<file path="config.mk">
export PLATFORM = sky130hd
export DESIGN_NAME = cache_fill_arbiter
export DESIGN_NICKNAME = d
export VERILOG_FILES = /design/src/rtl/cache_fill_arbiter.sv
export SDC_FILE = /design/constraint.sdc
export NUM_CORES = 1
export LEC_CHECK = 0
export CORE_UTILIZATION = 38
export CTS_BUF_LIST = sky130_fd_sc_hd__clkbuf_8
export CTS_CLUSTER_DIAMETER = 200
export DETAILED_ROUTE_END_ITERATION = 12
export PLACE_DENSITY = 0.83
export SKIP_CTS_REPAIR_TIMING = 1
export SYNTH_ARGS = -nofsm -noshare
export SYNTH_HDL_FRONTEND = slang
export SYNTH_SLANG_ARGS = --single-unit
</file>
<file path="constraint.sdc">
create_clock -name clk -period 1.64 [get_ports clk]
set_input_delay 0.328 -clock clk [delete_from_list [all_inputs] [get_ports clk]]
set_output_delay 0.328 -clock clk [all_outputs]
set_load 0.01 [all_outputs]
</file>
<file path="src/rtl/cache_fill_arbiter.sv">
// cache_fill_arbiter: miss handler between the I-cache/D-cache and main memory.
// Arbitrates the two miss requests (D-cache first), fetches the whole block for
// the winner and streams its words into that cache, then writes the tag.
// After reset it idles for MEM_LATENCY cycles so that stale memory returns are
// swallowed before any new fill can start.
module cache_fill_arbiter #(
    parameter int MEM_LATENCY = 4,
    parameter int WORDS       = 8
) (
    input  logic                     clk,
    input  logic                     rst,
    input  logic                     i_miss,
    input  logic [15:0]              i_miss_addr,
    input  logic                     d_miss,
    input  logic [15:0]              d_miss_addr,
    input  logic [15:0]              mem_data_in,
    input  logic                     mem_data_valid,
    output logic                     mem_en,
    output logic [15:0]              mem_addr,
    output logic                     fill_busy,
    output logic                     fill_owner,
    output logic                     fill_we,
    output logic [$clog2(WORDS)-1:0] fill_word,
    output logic [15:0]              fill_data,
    output logic                     fill_tag_we,
    output logic                     fill_done,
    output logic                     i_stall,
    output logic                     d_stall
);

    localparam int CNT_W  = $clog2(WORDS);
    localparam int WAIT_W = (MEM_LATENCY > 1) ? $clog2(MEM_LATENCY) : 1;

    // Clears the byte offset inside a block of 2*WORDS bytes.
    localparam logic [15:0] BLK_MASK  = ~16'(2 * WORDS - 1);
    localparam logic [CNT_W-1:0]  LAST_WORD = CNT_W'(WORDS - 1);
    localparam logic [WAIT_W-1:0] LAST_WAIT = WAIT_W'(MEM_LATENCY - 1);

    typedef enum logic [2:0] {
        ST_WAIT,
        ST_IDLE,
        ST_ISSUE,
        ST_DRAIN,
        ST_DONE
    } state_t;

    state_t             state;
    logic [WAIT_W-1:0]  wait_cnt;
    logic [CNT_W-1:0]   issue_cnt;
    logic [CNT_W-1:0]   rcv_cnt;
    logic [15:0]        base;
    logic               owner;

    logic               rcv_active;
    logic               rcv_take;
    logic               rcv_last;
    logic               issue_last;
    logic [15:0]        issue_offset;

    // Decode helpers shared by the state machine and the output logic.
    always_comb begin
        rcv_active   = (state == ST_ISSUE) || (state == ST_DRAIN);
        rcv_take     = rcv_active && mem_data_valid;
        rcv_last     = (rcv_cnt == LAST_WORD);
        issue_last   = (issue_cnt == LAST_WORD);
        issue_offset = {{(15 - CNT_W){1'b0}}, issue_cnt, 1'b0};
    end

    // Fill sequencer: post-reset wait, arbitration, issuing reads and counting returns.
    always_ff @(posedge clk) begin
        if (rst) begin
            state     <= ST_WAIT;
            wait_cnt  <= '0;
            issue_cnt <= '0;
            rcv_cnt   <= '0;
            base      <= '0;
            owner     <= 1'b0;
        end else begin
            case (state)
                ST_WAIT: begin
                    if (wait_cnt == LAST_WAIT) begin
                        state <= ST_IDLE;
                    end else begin
                        wait_cnt <= wait_cnt + 1'b1;
                    end
                end
                ST_IDLE: begin
                    if (d_miss) begin
                        base      <= d_miss_addr & BLK_MASK;
                        owner     <= 1'b1;
                        issue_cnt <= '0;
                        rcv_cnt   <= '0;
                        state     <= ST_ISSUE;
                    end else if (i_miss) begin
                        base      <= i_miss_addr & BLK_MASK;
                        owner     <= 1'b0;
                        issue_cnt <= '0;
                        rcv_cnt   <= '0;
                        state     <= ST_ISSUE;
                    end
                end
                ST_ISSUE: begin
                    issue_cnt <= issue_cnt + 1'b1;
                    if (issue_last) begin
                        state <= ST_DRAIN;
                    end
                    // A completed block overrides the issue progression.
                    if (rcv_take) begin
                        rcv_cnt <= rcv_cnt + 1'b1;
                        if (rcv_last) begin
                            state <= ST_DONE;
                        end
                    end
                end
                ST_DRAIN: begin
                    if (rcv_take) begin
                        rcv_cnt <= rcv_cnt + 1'b1;
                        if (rcv_last) begin
                            state <= ST_DONE;
                        end
                    end
                end
                ST_DONE: begin
                    state <= ST_IDLE;
                end
                default: begin
                    state <= ST_WAIT;
                end
            endcase
        end
    end

    // Outputs decoded from the registered state; the write path follows the
    // memory valid directly so each word lands in the cycle it arrives.
    always_comb begin
        mem_en      = (state == ST_ISSUE);
        mem_addr    = mem_en ? (base + issue_offset) : 16'h0000;
        fill_busy   = (state == ST_ISSUE) || (state == ST_DRAIN) || (state == ST_DONE);
        fill_owner  = fill_busy & owner;
        fill_we     = rcv_take;
        fill_word   = rcv_take ? rcv_cnt : '0;
        fill_data   = rcv_take ? mem_data_in : 16'h0000;
        fill_tag_we = rcv_take & rcv_last;
        fill_done   = (state == ST_DONE);
        i_stall     = i_miss & ~(fill_done & ~owner);
        d_stall     = d_miss & ~(fill_done & owner);
    end

endmodule

</file>
==> metrics <==
cell type contributing the most total cell area after synthesis sky130_fd_sc_hd__dfxtp_1; Peak VDD IR 0.5175 mV; number of failing setup endpoints in the final timing report 37; outcome finished, violations left; kind of capture point of the worst setup path output pin; pin count of the biggest net entering global routing 23; clock latency on the worst-skew pair 0.27 ns; part of the Yosys area used for sequential elements 31.24%; RSZ-0062 raised after global routing true; multiplexer share of the synthesized area 8.462%; clock sink total 24; Reg clk slew, reported paths 0.09 ns; largest family of logic cells by synthesized area simple AND/OR/NAND/NOR gates; type of the setup path with the least slack flop to output pin; CP Data Arrival Time 1.46 ns; number of CTS-inserted buffers 3; flip-flop cell with the highest count after synthesis sky130_fd_sc_hd__dfxtp_1; First DRT Iteration DRCs 42; Die Width 65.62 um; worst slew slack as a fraction of its limit 66.89%; #FFs+latches synth 24; commonest cells in the netlist sky130_fd_sc_hd__and2_1 (36), sky130_fd_sc_hd__dfxtp_1 (24), sky130_fd_sc_hd__a21oi_1 (13), sky130_fd_sc_hd__mux2i_1 (13), sky130_fd_sc_hd__a211oi_2 (8); highest attainable clock frequency 559.7 MHz; vertical extent of the die 65.62 um; data required time of the worst path 1.31 ns; minimum setup slack after placement -0.5451 ns; total vias in the final route 1606; clk root buf sky130_fd_sc_hd__clkbuf_8; clock tree from TritonCTS yes; summed instance area of the synthesized netlist 0.001538 sq mm; skew final 0.01033 ns; Synth area leaders sky130_fd_sc_hd__dfxtp_1 (31%), sky130_fd_sc_hd__and2_1 (15%), sky130_fd_sc_hd__mux2i_1 (8.5%); drt via density 4.957; HPWL after detailed placement 2.913 mm; async set or reset register ratio after synthesis 0%; cell leakage power 1.288 nW; largest driver fanout on the critical path 7; antenna violations before repair 0; GR Util All Layers 18.77%; net count after synthesis 228; kind of launch point of the worst setup path flop; H-Tree Level Count 1; P&R area growth vs syn 82.18%; overall power consumption 1.980 mW; Routed Wire Length 4.488 mm; Max Cap Viol 0; proportion of layout cells with a drive suffix above 1 44.20%; Post-Synth Adder-Cell Area 4.068%; Avg WL per Cell 13.85 um; GRT Residual Overflow 0; Routed Antenna Nets 0; placement row count 22; Hold Worst Slack 0.4842 ns; slew of the pin with the lowest slew margin 0.4921 ns; Post-Synth XOR/XNOR Area 0.5696%; Post-Synth Simple-Gate Area 26.61%; count of pins over their slew limit 0; final cycle utilization of the critical path 108.9%; count of buffers from port buffering 86; final critical delay including setup and external delays 1.787 ns; count of yosys warnings during synthesis 0; initial core utilization 40.78%; drc violations 0; Pre-antenna DRT Iters 4; global-route wire length before repair 6.299 mm; fraction of post-synthesis cell area in the top cell type by area 31.24%; total core area 0.003771 sq mm; number of instances in the synthesized netlist 170; area enclosed by the die boundary 0.004305 sq mm; hold violation total from the final report 0; boundary pin count 96; violations in the final reports setup timing; setup ws final -0.1466 ns; maximum buffer depth of the clock tree 2; unique cell type count in the Yosys netlist 38; PD cells 706.7 mW/mm^2; Antenna Cells 0; share of the synthesized area in compound gates (AO/OA/AOI/OAI) 20.50%; number of enable-type register cells in the synthesized netlist 0; most common cell in the synthesized netlist sky130_fd_sc_hd__and2_1; via count of the first global-routing pass 1453; mean instance size in the synthesized netlist 9.045 sq um; path class of the lowest-slack min-delay path primary input to flop; count of nets after finishing 335; final weighted congestion of routability-driven global placement 0.7397
## routing by layer
layer	part of all wire [%]	vias to the layer above	track usage [%]
met5	0	-	0
met1	39	743	21.01
met4	0.98	0	5.978
li1	-	800	-
met2	54	56	33.51
met3	5.9	7	5.729
## path summary, 6_finish.rpt
path	from	cells past startpoint	slack, ns	to
max	state[2]	6	-0.15	mem_addr[5]
min	mem_data_valid	4	0.48	state[1]
max reg2reg	state[1]	6	0.04	issue_cnt[0]
min reg2reg	issue_cnt[2]	2	0.51	issue_cnt[2]
## critical path, stage by stage, from the launching register on
cell and delay [ns]:
sky130_fd_sc_hd__dfxtp_4 0.38, sky130_fd_sc_hd__nor3b_4 0.20, sky130_fd_sc_hd__buf_6 0.15, sky130_fd_sc_hd__clkbuf_16 0.13, sky130_fd_sc_hd__buf_6 0.09, sky130_fd_sc_hd__and2_4 0.13
sky130_fd_sc_hd__buf_6 0.09
## cells by family (layout without fill, tap and decap cells)
family	after synthesis	after routing
adders and majority gates	5	5
and+or+nand+nor	63	63
xor gates and xnor gates	1	1
AOI/OAI and AO/OA	39	39
DFF	24	24
buffers and inverters	24	130
muxes	13	13
other	1	1
## power by group
part	internal, mW	switching (mW)	total, mW	leakage (nW)
Combinational	0.478	0.344	0.821	1.06
Clock	0.215	0.198	0.413	0.0288
Sequential	0.678	0.0676	0.746	0.197
Total	1.37	0.609	1.98	1.29
## area by class of cell
cell class	count	area [sq um]
repair buffers	119	1155
multi-input cells	122	1016
fillers	274	969.7
flip-flops and latches	24	489.2
well taps	48	60.06
clock buffers	4	55.05
inverters	7	26.28
## cells in the final DEF, fill, tap and decap left out, drive strengths merged
cell and count:
buf 61, ha 5, mux2i 13, nor3 1, nand3b 4, a31oi 1
o211ai 1, and2 37, clkdlybuf4s50 43, or2 2, a21o 1, nand2 4
o21bai 1, o21ai 2, a21boi 2, and3b 1, conb 1, xnor2 1
or3b 2, clkbuf 16, dfxtp 24, dlymetal6s2s 3, nor4 1, inv 7
o41ai 5, nor2 5, a211oi 12, nor2b 2, a22oi 1, nor3b 4
a21oi 13
## stage by stage
| stage | utilization, % | cells | setup TNS (ns) | instance area, sq um |
|---|---|---|---|---|
| 4_1_cts | 68.48 | 312 | -21.42 | 2582 |
| 3_5_place_dp | 67.02 | 308 | -18.03 | 2527 |
| 2_1_floorplan | - | 170 | 0 | 1538 |
| 5_1_grt | 74.29 | 324 | -5.597 | 2801 |
| 3_3_place_gp | 67.02 | 308 | -17.64 | 2527 |
| 6_report | 74.29 | 324 | -3.662 | 2801 |
## sequential cells by signal, indices dropped and copies added (netlist names)
name       flops
issue_cnt      3
state          3
base          12
owner          1
wait_cnt       2
rcv_cnt        3
Power figures use the tool's default switching activity.
